==> src/rtl/vga_pkg.sv <==
// VGA 640x480@60 timing constants, region encoding and the shared region decode.
package vga_pkg;

    localparam int VGA_H_VISIBLE = 640;
    localparam int VGA_H_FRONT   = 16;
    localparam int VGA_H_SYNC    = 96;
    localparam int VGA_H_BACK    = 48;
    localparam int VGA_V_VISIBLE = 480;
    localparam int VGA_V_FRONT   = 10;
    localparam int VGA_V_SYNC    = 2;
    localparam int VGA_V_BACK    = 33;

    localparam int VGA_H_TOTAL = VGA_H_VISIBLE + VGA_H_FRONT + VGA_H_SYNC + VGA_H_BACK;
    localparam int VGA_V_TOTAL = VGA_V_VISIBLE + VGA_V_FRONT + VGA_V_SYNC + VGA_V_BACK;

    // Wide enough for both axes (800 and 525 positions).
    localparam int CNT_W = 10;

    typedef enum logic [1:0] {
        ACTIVE,
        FRONT,
        SYNC,
        BACK
    } region_t;

    function automatic region_t region_of(input logic [CNT_W-1:0] cnt,
                                          input int visible,
                                          input int front,
                                          input int sync);
        int c;
        c = int'(cnt);
        if (c < visible)
            return ACTIVE;
        else if (c < visible + front)
            return FRONT;
        else if (c < visible + front + sync)
            return SYNC;
        else
            return BACK;
    endfunction

endpackage

==> src/rtl/vga_axis_counter.sv <==
// One scan axis: wrap counter stepped by 'step', with region decode and a wrap strobe.
module vga_axis_counter
    import vga_pkg::*;
#(
    parameter int VIS_LEN   = VGA_H_VISIBLE,
    parameter int FRONT_LEN = VGA_H_FRONT,
    parameter int SYNC_LEN  = VGA_H_SYNC,
    parameter int BACK_LEN  = VGA_H_BACK
) (
    input  logic             HCLK,
    input  logic             HRESETn,
    input  logic             clear,
    input  logic             step,
    output logic [CNT_W-1:0] cnt,
    output region_t          region,
    output logic             wrap
);

    localparam int TOTAL = VIS_LEN + FRONT_LEN + SYNC_LEN + BACK_LEN;
    localparam logic [CNT_W-1:0] LAST = CNT_W'(TOTAL - 1);

    assign wrap   = step && (cnt == LAST);
    assign region = region_of(cnt, VIS_LEN, FRONT_LEN, SYNC_LEN);

    always_ff @(posedge HCLK or negedge HRESETn) begin
        if (!HRESETn)
            cnt <= '0;
        else if (clear || wrap)
            cnt <= '0;
        else if (step)
            cnt <= cnt + CNT_W'(1);
    end

endmodule

==> src/rtl/vga_scan.sv <==
// VGA scan generator: pixel divider, h/v counters, framebuffer addressing and a
// one-pixel-period output stage aligned with the framebuffer's registered read.
module vga_scan
    import vga_pkg::*;
#(
    parameter int          H_VISIBLE = VGA_H_VISIBLE,
    parameter int          H_FRONT   = VGA_H_FRONT,
    parameter int          H_SYNC    = VGA_H_SYNC,
    parameter int          H_BACK    = VGA_H_BACK,
    parameter int          V_VISIBLE = VGA_V_VISIBLE,
    parameter int          V_FRONT   = VGA_V_FRONT,
    parameter int          V_SYNC    = VGA_V_SYNC,
    parameter int          V_BACK    = VGA_V_BACK,
    parameter int          CLK_DIV   = 2,
    parameter logic [11:0] FG_COLOUR = 12'hFFF,
    parameter logic [11:0] BG_COLOUR = 12'h000
) (
    input  logic        HCLK,
    input  logic        HRESETn,
    input  logic        enable,
    input  logic        pixel,
    output logic [9:0]  pixel_x,
    output logic [8:0]  pixel_y,
    output logic        hsync,
    output logic        vsync,
    output logic        de,
    output logic [11:0] rgb,
    output logic        frame_start
);

    localparam int DIV_W = (CLK_DIV > 1) ? $clog2(CLK_DIV) : 1;

    function automatic logic [11:0] colour_of(input logic vis, input logic bit_on);
        if (!vis)
            return 12'h000;
        return bit_on ? FG_COLOUR : BG_COLOUR;
    endfunction

    logic [DIV_W-1:0] div_cnt;
    logic             pix_en;
    logic             scan_clear;

    logic [CNT_W-1:0] h_cnt_p0;
    logic [CNT_W-1:0] v_cnt_p0;
    region_t          h_region_p0;
    region_t          v_region_p0;
    logic             h_wrap;
    logic             v_wrap;
    logic             active_p0;
    logic             origin_p0;

    logic             hsync_p1;
    logic             vsync_p1;
    logic             vld_p1;
    logic [11:0]      rgb_p1;
    logic             origin_p1;

    assign scan_clear = !enable;
    assign pix_en     = enable && (div_cnt == '0);

    always_ff @(posedge HCLK or negedge HRESETn) begin
        if (!HRESETn)
            div_cnt <= '0;
        else if (!enable || div_cnt == DIV_W'(CLK_DIV - 1))
            div_cnt <= '0;
        else
            div_cnt <= div_cnt + DIV_W'(1);
    end

    // ---- p0: scan position / framebuffer address ----
    vga_axis_counter #(
        .VIS_LEN   (H_VISIBLE),
        .FRONT_LEN (H_FRONT),
        .SYNC_LEN  (H_SYNC),
        .BACK_LEN  (H_BACK)
    ) u_h_axis (
        .HCLK    (HCLK),
        .HRESETn (HRESETn),
        .clear   (scan_clear),
        .step    (pix_en),
        .cnt     (h_cnt_p0),
        .region  (h_region_p0),
        .wrap    (h_wrap)
    );

    vga_axis_counter #(
        .VIS_LEN   (V_VISIBLE),
        .FRONT_LEN (V_FRONT),
        .SYNC_LEN  (V_SYNC),
        .BACK_LEN  (V_BACK)
    ) u_v_axis (
        .HCLK    (HCLK),
        .HRESETn (HRESETn),
        .clear   (scan_clear),
        .step    (h_wrap),
        .cnt     (v_cnt_p0),
        .region  (v_region_p0),
        .wrap    (v_wrap)
    );

    assign active_p0 = (h_region_p0 == ACTIVE) && (v_region_p0 == ACTIVE);
    assign pixel_x   = active_p0 ? h_cnt_p0 : '0;
    assign pixel_y   = active_p0 ? v_cnt_p0[8:0] : '0;

    // Marks the pixel period whose position is (0,0): idle/reset parks there,
    // and the frame wrap re-enters it.
    always_ff @(posedge HCLK or negedge HRESETn) begin
        if (!HRESETn)
            origin_p0 <= 1'b1;
        else if (!enable)
            origin_p0 <= 1'b1;
        else if (pix_en)
            origin_p0 <= v_wrap;
    end

    // ---- p1: sync/de/colour, one pixel period behind the address ----
    always_ff @(posedge HCLK or negedge HRESETn) begin
        if (!HRESETn) begin
            hsync_p1  <= 1'b1;
            vsync_p1  <= 1'b1;
            vld_p1    <= 1'b0;
            rgb_p1    <= '0;
            origin_p1 <= 1'b0;
        end else if (!enable) begin
            hsync_p1  <= 1'b1;
            vsync_p1  <= 1'b1;
            vld_p1    <= 1'b0;
            rgb_p1    <= '0;
            origin_p1 <= 1'b0;
        end else if (pix_en) begin
            hsync_p1  <= (h_region_p0 != SYNC);
            vsync_p1  <= (v_region_p0 != SYNC);
            vld_p1    <= active_p0;
            rgb_p1    <= colour_of(active_p0, pixel);
            origin_p1 <= origin_p0;
        end
    end

    assign hsync       = hsync_p1;
    assign vsync       = vsync_p1;
    assign de          = vld_p1;
    assign rgb         = rgb_p1;
    assign frame_start = pix_en && origin_p1;

endmodule

==> config.mk <==
export PLATFORM = sky130hd
export DESIGN_NAME = vga_scan
export DESIGN_NICKNAME = d
export VERILOG_FILES = /design/src/rtl/vga_pkg.sv /design/src/rtl/vga_axis_counter.sv /design/src/rtl/vga_scan.sv
export SDC_FILE = /design/constraint.sdc
export NUM_CORES = 1
export LEC_CHECK = 0
export ABC_CLOCK_PERIOD_IN_PS = 5600
export CAP_MARGIN = 10
export CORE_MARGIN = 4
export CORE_UTILIZATION = 45
export CTS_CLUSTER_SIZE = 40
export DETAILED_ROUTE_END_ITERATION = 12
export PLACE_DENSITY = 0.76
export SLEW_MARGIN = 20
export SYNTH_ARGS = -nofsm -noshare
export SYNTH_HDL_FRONTEND = slang
export SYNTH_SLANG_ARGS = --single-unit
export TNS_END_PERCENT = 100
==> constraint.sdc <==
create_clock -name HCLK -period 5.6 [get_ports HCLK]
set_clock_uncertainty 0.05 [all_clocks]
set_input_delay 1.12 -clock HCLK [delete_from_list [all_inputs] [get_ports HCLK]]
set_output_delay 1.12 -clock HCLK [all_outputs]
set_load 0.05 [all_outputs]
==> results of run 1 <==
-- layer usage --
metal | vias to the layer above | track usage [%] | wire length, um
met4 | 0 | 4.34 | 28
met2 | 41 | 24.3 | 1630
li1 | 705 | - | -
met3 | 2 | 3.48 | 219
met1 | 683 | 22.7 | 1770
met5 | - | 0 | 0
-- cell usage after synthesis, drive strengths merged (4+ instances only) --
cell type	n	area share [%]
nand2	18	4.0
clkbuf	12	2.7
nand4	8	2.9
inv	4	0.88
and3	4	1.5
and2	20	7.4
buf	12	5.5
nor2	12	2.6
nand3	5	1.5
xor2	6	3.1
dfrtp	24	35
a21oi	12	3.5
o21ai	5	1.5
or3	5	1.8
-- per-stage QoR --
| stage | power [mW] | cell area (um2) | hold slack (ns) | utilization [%] | setup WS (ns) |
|---|---|---|---|---|---|
| after global placement | 0.283 | 2010 | 0.470 | 55.0 | 1.22 |
| after detailed placement | 0.284 | 2010 | 0.473 | 55.0 | 1.20 |
| after floorplan | 0.264 | 1700 | 0.431 | - | 2.42 |
| after global routing | 0.405 | 2070 | 0.513 | 56.4 | 1.03 |
| final | 0.387 | 2070 | 0.497 | 56.4 | 1.17 |
| after CTS | 0.393 | 2060 | 0.496 | 56.2 | 1.19 |
-- registers in the layout (all words and copies together), names as in the netlist --
signal,flops
u_h_axis.cnt,10
u_v_axis.cnt,10
de,1
div_cnt,1
hsync,1
origin_p0,1
origin_p1,1
rgb,1
vsync,1
-- cells by family after synthesis --
logic type / Yosys count / share of synthesized area [%]
compound gates: 28 / 10.3
buf+inv: 28 / 9.12
mux: 2 / 1.18
simple gates: 98 / 33.1
fa+ha+maj: 3 / 2.21
flops: 27 / 40.0
xor+xnor: 8 / 4.12
-- critical path: stages --
cell	delay, ns
clkdlybuf4s50_1	0.71
inv_1	0.30
nor2_1	0.19
and2_1	0.14
clkdlybuf4s50_1	0.79
-- how the worst min path moves through the flow --
| stage | startpoint | slack, ns | cells past startpoint | to |
|---|---|---|---|---|
| after floorplan | origin_p1 | 0.43 | 2 | origin_p1 |
| after global placement | origin_p1 | 0.47 | 2 | origin_p1 |
| after detailed placement | de | 0.47 | 2 | de |
| after CTS | de | 0.50 | 2 | de |
| after global routing | origin_p0 | 0.51 | 1 | origin_p0 |
| final | origin_p0 | 0.50 | 1 | origin_p0 |
-- power groups by stage --
stage	registers (mW)	clock network (mW)	logic, mW
floorplan	0.211	0	0.0533
global placement	0.212	0	0.0710
detailed placement	0.212	0	0.0716
CTS	0.208	0.113	0.0717
global route	0.210	0.120	0.0751
finish	0.208	0.108	0.0709
-- area by class of cell --
type | count | area [um2]
Clock buffer | 4 | 45.0
Fill cell | 318 | 1600
Multi-Input combinational cell | 139 | 878
Tap cell | 48 | 60.1
Inverter | 4 | 15.0
Timing Repair Buffer | 39 | 388
Sequential cell | 27 | 679
==> results.yml, run 1 <==
setup_path:
  worstReg2RegEnd: "u_v_axis.cnt[7]"
  critPathArrivalTime_ns: 3.26
  crit_path_end: "frame_start"
  critical_path_class: "primary input to output pin"
  crit_start: "enable"
  cp-end-kind: "output pin"
  path_max_fanout: 13
  reg2reg_depth: 4
  reg2reg_setup_slack_ns: 3.03
  regToRegStartpoint: "div_cnt"
  cp.required_ns: 4.43
  cp-start-kind: "primary input"
die:
  start_util_pct: 46.4
  die_w_um: 69.5
  die_y_um: 69.5
  num_rows: 22
  die_area_mm2: 0.00483
  io_pins: 39
  core-area_mm2: 0.00366
pwr:
  internal-power_mw: 0.275
  p_leak_nw: 0.803
  peakVddDrop_uv: 133
  p_comb_share_pct: 18.3
  sw_frac_of_total_pct: 29.0
  p_per_area_mw_per_mm2: 187
  p_switching_mw: 0.112
  seqPwrFrac_pct: 53.8
  power_frac_clock_pct: 27.9
cts:
  clk_latency_ns: 0.27
  cts_tree: "done"
  clk_pin_slew_worst_paths_ns: 0.09
  cts_root_buf: "clkbuf_8"
  cts_hold_buf: 0
  htreeDepth: 1
  cts_buffers: 3
  cts_resized: 0
  clock_sinks: 27
  cts_setup_buffers: 0
  cts_buffer_depth: 2
synthesis:
  synth_seq_cells: 27
  avgSynthCellArea_um2: 8.76
  synthArstFlopShare_pct: 100
  synth_fp_nets: 201
  syn_inst: 194
  yosysSeqAreaShare_pct: 40.0
  synth_ff_type: "dfrtp_1"
  synth_edf_count: 0
  syn_area_mm2: 0.00170
  synth.distinct_cells: 42
  yosys_warnings: 0
cells_and_area:
  finalNonFillerCells: 261
  final_cell_mix: "38 x clkdlybuf4s50_1, 24 x dfrtp_1, 20 x and2_1"
  final_layout_size_suffix_gt1_share_pct: 5.16
  diodes: 0
  nets: 221
  area_delta_synth_final_pct: 21.5
  final_common_cell: "clkdlybuf4s50_1"
sta:
  fin_crit_ns: 4.43
  hold_violations: 0
  tightest_slew_ns: 0.833
  relSlewSlack_pct: 44.0
  tns_ns: 0
  max_freq_mhz: 226
  setup_viol: 0
  rsz0062_at_grt: "no"
  slew_viol_final: 0
  period_share_pct: 79.2
drt:
  drc: 0
  vias: 1431
  routed_wl_um: 3660
  wl_per_cell_um: 14.0
  firstDrtPassIters: 4
  via_per_inst: 5.48
  drtIter0Drc: 46
  ant_nets: 0
global_routing:
  grt_pass1_vias: 1344
  grt.overflow.total: 0
  grt_first_pass_wirelength_um: 6450
  antenna_found_initial: 0
  globalRouteTotalUtil_pct: 15.9
  grt_start_max_net_pins: 28
status:
  status: "finished, final reports clean"
placed_design:
  dp_hpwl_um: 2580
  portBuffers: 38
  placedCellCount: 257
  gp_congestion: 0.866
min_path:
  hold_path.class: "flip-flop to flip-flop"
flow_run:
  max_cap_violations: 0
Note: power is estimated with default switching activity, not from simulation.
==> inputs of run 2 (changes only) <==
--- a/config.mk
+++ b/config.mk
@@ -5,7 +5,7 @@
 export SDC_FILE = /design/constraint.sdc
 export NUM_CORES = 1
 export LEC_CHECK = 0
-export ABC_CLOCK_PERIOD_IN_PS = 5600
+export ABC_CLOCK_PERIOD_IN_PS = 4110
 export CAP_MARGIN = 10
 export CORE_MARGIN = 4
 export CORE_UTILIZATION = 45
==> constraint.sdc (replaced) <==
create_clock -name HCLK -period 4.11 [get_ports HCLK]
set_clock_uncertainty 0.05 [all_clocks]
set_input_delay 0.822 -clock HCLK [delete_from_list [all_inputs] [get_ports HCLK]]
set_output_delay 0.822 -clock HCLK [all_outputs]
set_load 0.05 [all_outputs]
==> run 2 against run 1 <==
Net effect:
- first-iteration DRC count grew 41%
- critical path depth is the same
- non-clock buffer count grew 1
- register-to-register slack lost 1.5 ns
- flip-flop and latch count is the same
- setup slack lost 0.55 ns
- total power grew 37%
- critical path type is now flip-flop to output pin
- critical endpoint is now pixel_y[8]
- largest cell class unchanged
- highest routed layer unchanged
==> results.yml, run 2 (synthesis gave the netlist of run 1 again) <==
cts:
  cts_hold_buf: 0
  cts_root_buf: "clkbuf_8"
  clk_latency_ns: 0.27
  clock_sinks: 27
  cts_tree: "done"
  cts_buffer_depth: 2
  cts_buffers: 3
  cts_resized: 0
  clk_pin_slew_worst_paths_ns: 0.09
  htreeDepth: 1
  cts_setup_buffers: 0
die:
  start_util_pct: 46.4
  die_y_um: 69.5
  num_rows: 22
  io_pins: 39
  die_w_um: 69.5
  die_area_mm2: 0.00483
  core-area_mm2: 0.00366
flow_run:
  max_cap_violations: 0
drt:
  vias: 1445
  drc: 0
  ant_nets: 0
  wl_per_cell_um: 13.7
  firstDrtPassIters: 4
  drtIter0Drc: 65
  via_per_inst: 5.52
  routed_wl_um: 3580
global_routing:
  globalRouteTotalUtil_pct: 15.2
  grt_start_max_net_pins: 28
  antenna_found_initial: 0
  grt.overflow.total: 0
  grt_first_pass_wirelength_um: 6290
  grt_pass1_vias: 1306
sta:
  tightest_slew_ns: 0.831
  max_freq_mhz: 286
  fin_ws_ns: 0.619
  slew_viol_final: 0
  rsz0062_at_grt: "no"
  tns_ns: 0
  hold_violations: 0
  period_share_pct: 84.9
  holdWs_ns: 0.478
  fin_crit_ns: 3.49
  setup_viol: 0
  relSlewSlack_pct: 44.1
setup_path:
  critical_path_class: "flip-flop to output pin"
  cp-end-kind: "output pin"
  cp-start-kind: "flip-flop"
  critPathArrivalTime_ns: 2.62
  reg2reg_setup_slack_ns: 1.57
  cp.required_ns: 3.24
  path_max_fanout: 14
placed_design:
  dp_hpwl_um: 2530
  gp_congestion: 0.868
  placedCellCount: 258
  dp_slack_ns: 0.794
  portBuffers: 38
  place_area_mm2: 0.00202
cells_and_area:
  diodes: 0
  final_layout_size_suffix_gt1_share_pct: 6.07
  finalNonFillerCells: 262
  area_delta_synth_final_pct: 21.3
  finish.instance_area_mm2: 0.00206
  final_cell_mix: "37 x clkdlybuf4s50_1, 24 x dfrtp_1, 20 x and2_1"
  nets: 222
  reg.largest.list: "u_h_axis.cnt x10, u_v_axis.cnt x10"
  final_common_cell: "clkdlybuf4s50_1"
  post-route-util_pct: 56.4
pwr:
  peakVddDrop_uv: 182
  p_per_area_mw_per_mm2: 256
  totalPowerFinal_mw: 0.529
  p_leak_nw: 0.806
status:
  status: "finished, final reports clean"
min_path:
  hold_path.class: "flip-flop to flip-flop"
==> run 2: changes by cell type in the layout (fill, tap and decap cells not counted), sizes merged <==
cell           previous run  this run
clkdlybuf4s50            38        37
buf                       1         3
==> run 2: critical path: stages, from the launching register on <==
cell and delay (ns):
dfrtp_1 0.44, and3_1 0.25, a211oi_2 0.44, buf_4 0.27, and2_1 0.14, clkdlybuf4s50_1 0.80
==> run 2: area by class of cell <==
type | instances | area (um2)
clock buffer | 4 | 45.0
fill | 336 | 1600
inverter | 4 | 15.0
multi-input combinational | 139 | 871
sequential | 27 | 679
tap | 48 | 60.1
timing repair buffer | 40 | 393
==> run 2: power by group <==
part           switching (mW)  internal [mW]
clock                  0.0803         0.0693
sequential             0.0104          0.273
combinational          0.0642         0.0324
total                   0.155          0.374
==> run 2: per-layer routing <==
metal  vias to the layer above  GRT usage (%)  share of wire (%)  wire length (um)
met4                         0           2.60               0.59                21
met5                         -              0                  0                 0
met1                       690           21.6                 47              1690
li1                        705              -                  -                 -
met2                        48           24.5                 46              1660
met3                         2           2.75                5.7               205
==> run 2: worst paths after layout <==
path	from	end	cells after the start
hold reg to reg	origin_p1	origin_p1	2
setup / recovery	u_v_axis.cnt[6]	pixel_y[8]	5
hold / removal	origin_p1	origin_p1	2
min in group asynchronous	HRESETn	u_h_axis.cnt[5]	2
max in group asynchronous	HRESETn	origin_p0	2
setup reg to reg	div_cnt	u_v_axis.cnt[7]	4
==> inputs of run 3 (changes only) <==
--- a/config.mk
+++ b/config.mk
@@ -5,13 +5,13 @@
 export SDC_FILE = /design/constraint.sdc
 export NUM_CORES = 1
 export LEC_CHECK = 0
-export ABC_CLOCK_PERIOD_IN_PS = 4110
+export ABC_CLOCK_PERIOD_IN_PS = 3100
 export CAP_MARGIN = 10
 export CORE_MARGIN = 4
 export CORE_UTILIZATION = 45
 export CTS_CLUSTER_SIZE = 40
 export DETAILED_ROUTE_END_ITERATION = 12
-export PLACE_DENSITY = 0.76
+export PLACE_DENSITY = 0.79
 export SLEW_MARGIN = 20
 export SYNTH_ARGS = -nofsm -noshare
 export SYNTH_HDL_FRONTEND = slang
==> constraint.sdc (replaced) <==
create_clock -name HCLK -period 3.1 [get_ports HCLK]
set_clock_uncertainty 0.05 [all_clocks]
set_input_delay 0.62 -clock HCLK [delete_from_list [all_inputs] [get_ports HCLK]]
set_output_delay 0.62 -clock HCLK [all_outputs]
set_load 0.05 [all_outputs]
==> run 3 against run 2 <==
Net effect:
- critical path depth is the same
- cell count grew 1.5%
- setup slack got worse by 0.36 ns
- register-to-register slack worse by 0.74 ns
- non-clock buffer count is 4 higher
- critical path type unchanged
- highest routed layer unchanged
==> results.yml, run 3 (synthesis gave the netlist of run 1 again) <==
drt:
  firstDrtPassIters: 4
  wl_per_cell_um: 15.2
  drc: 0
  via_per_inst: 5.62
  ant_nets: 0
  drtIter0Drc: 95
  vias: 1496
  routed_wl_um: 4050
setup_path:
  cp.required_ns: 2.43
  worstReg2RegEnd: "u_v_axis.cnt[4]"
  cp-end-kind: "output pin"
  crit_buf_inv: 2
  cp-start-kind: "flip-flop"
  crit_path_max_incr_delay_ns: 0.53
  critPathSlowestCell: "a211oi_2"
  reg2reg_setup_slack_ns: 0.83
  reg2reg_depth: 5
  critPathArrivalTime_ns: 2.17
  crit_chain: "and3_1, a211oi_2, buf_4, and2_1, buf_12"
  crit_family: "compound AO/OA/AOI/OAI gates"
  path_max_fanout: 15
  regToRegStartpoint: "u_v_axis.cnt[0]"
  critical_path_class: "flip-flop to output pin"
placed_design:
  portBuffers: 38
  dp_hpwl_um: 2880
  placedCellCount: 262
  place_area_mm2: 0.00225
  gp_congestion: 0.937
global_routing:
  grt_pass1_vias: 1421
  antenna_found_initial: 0
  grt.overflow.total: 0
  grt_first_pass_wirelength_um: 7070
  grt_start_max_net_pins: 28
  globalRouteTotalUtil_pct: 17.7
cts:
  cts_tree: "done"
  cts_setup_buffers: 0
  htreeDepth: 1
  cts_buffer_depth: 2
  cts_buffers: 3
  cts_resized: 0
  clock_sinks: 27
  cts_root_buf: "clkbuf_8"
  cts_hold_buf: 0
  clk_latency_ns: 0.27
  clk_pin_slew_worst_paths_ns: 0.10
pwr:
  p_per_area_mw_per_mm2: 317
  p_leak_nw: 0.919
  peakVddDrop_uv: 231
sta:
  tightest_slew_ns: 0.838
  hold_violations: 0
  tns_ns: 0
  relSlewSlack_pct: 43.7
  max_freq_mhz: 353
  period_share_pct: 91.5
  rsz0062_at_grt: "no"
  slew_viol_final: 0
  fin_crit_ns: 2.84
  setup_viol: 0
die:
  core-area_mm2: 0.00366
  io_pins: 39
  die_w_um: 69.5
  die_area_mm2: 0.00483
  num_rows: 22
  start_util_pct: 46.4
  die_y_um: 69.5
flow_run:
  max_cap_violations: 0
cells_and_area:
  filler_cell_count: 323
  final_cell_mix: "24 x dfrtp_1, 20 x and2_1, 20 x buf_12"
  post-route-util_pct: 62.7
  final_layout_size_suffix_gt1_share_pct: 16.5
  finalNonFillerCells: 266
  diodes: 0
  final_common_cell: "dfrtp_1"
  nets: 226
  finish.instance_area_mm2: 0.00230
  area_delta_synth_final_pct: 35.0
  reg.largest.list: "u_h_axis.cnt x10, u_v_axis.cnt x10"
min_path:
  min-delay-start: "de"
  whs_path_depth: 2
  hold_path.class: "flip-flop to flip-flop"
  min_to: "de"
status:
  status: "finished, final reports clean"
[run 3: worst max-delay path by stage]
stage	startpoint	slack (ns)	depth (start not counted)	endpoint
2_1_floorplan	u_v_axis.cnt[6]	0.81	4	pixel_x[0]
6_report	u_v_axis.cnt[6]	0.26	5	pixel_x[8]
3_3_place_gp	enable	0.40	6	u_v_axis.cnt[0]
5_1_grt	u_v_axis.cnt[6]	0.16	5	pixel_x[8]
3_5_place_dp	enable	0.38	5	u_v_axis.cnt[7]
4_1_cts	u_v_axis.cnt[6]	0.28	5	pixel_x[8]
[run 3: per-layer routing]
metal	up-vias	GRT usage, %	part of all wire [%]
met1	709	26.3	45
li1	715	-	-
met3	4	2.03	8.3
met2	68	26.8	46
met4	0	5.21	1.1
met5	-	0	0
[run 3: layout make-up]
type                            instances  area [um2]  share of cell area, %
Clock buffer                            4        45.0                   1.96
Inverter                                4        15.0                  0.654
Multi-Input combinational cell        139         871                   37.9
Sequential cell                        27         679                   29.6
Tap cell                               48        60.1                   2.62
Timing Repair Buffer                   44         626                   27.2
[run 3: through the flow]
stage | setup slack [ns] | hold WS [ns] | power (mW)
floorplan | 0.809 | 0.274 | 0.477
global placement | 0.404 | 0.466 | 0.528
CTS | 0.284 | 0.496 | 0.732
detailed placement | 0.376 | 0.476 | 0.530
finish | 0.263 | 0.491 | 0.727
global route | 0.155 | 0.510 | 0.754
[run 3: power by group]
| part | leakage, nW | total (mW) | internal, mW | switching (mW) |
|---|---|---|---|---|
| Sequential | 0.360 | 0.371 | 0.361 | 0.00987 |
| Clock | 0.0228 | 0.205 | 0.0922 | 0.113 |
| Combinational | 0.536 | 0.151 | 0.0561 | 0.0945 |
[run 3: worst min-delay path: stages, from the launching register on]
cell	delay, ns
dfrtp_1	0.36
mux2i_1	0.07
nor2_1	0.08
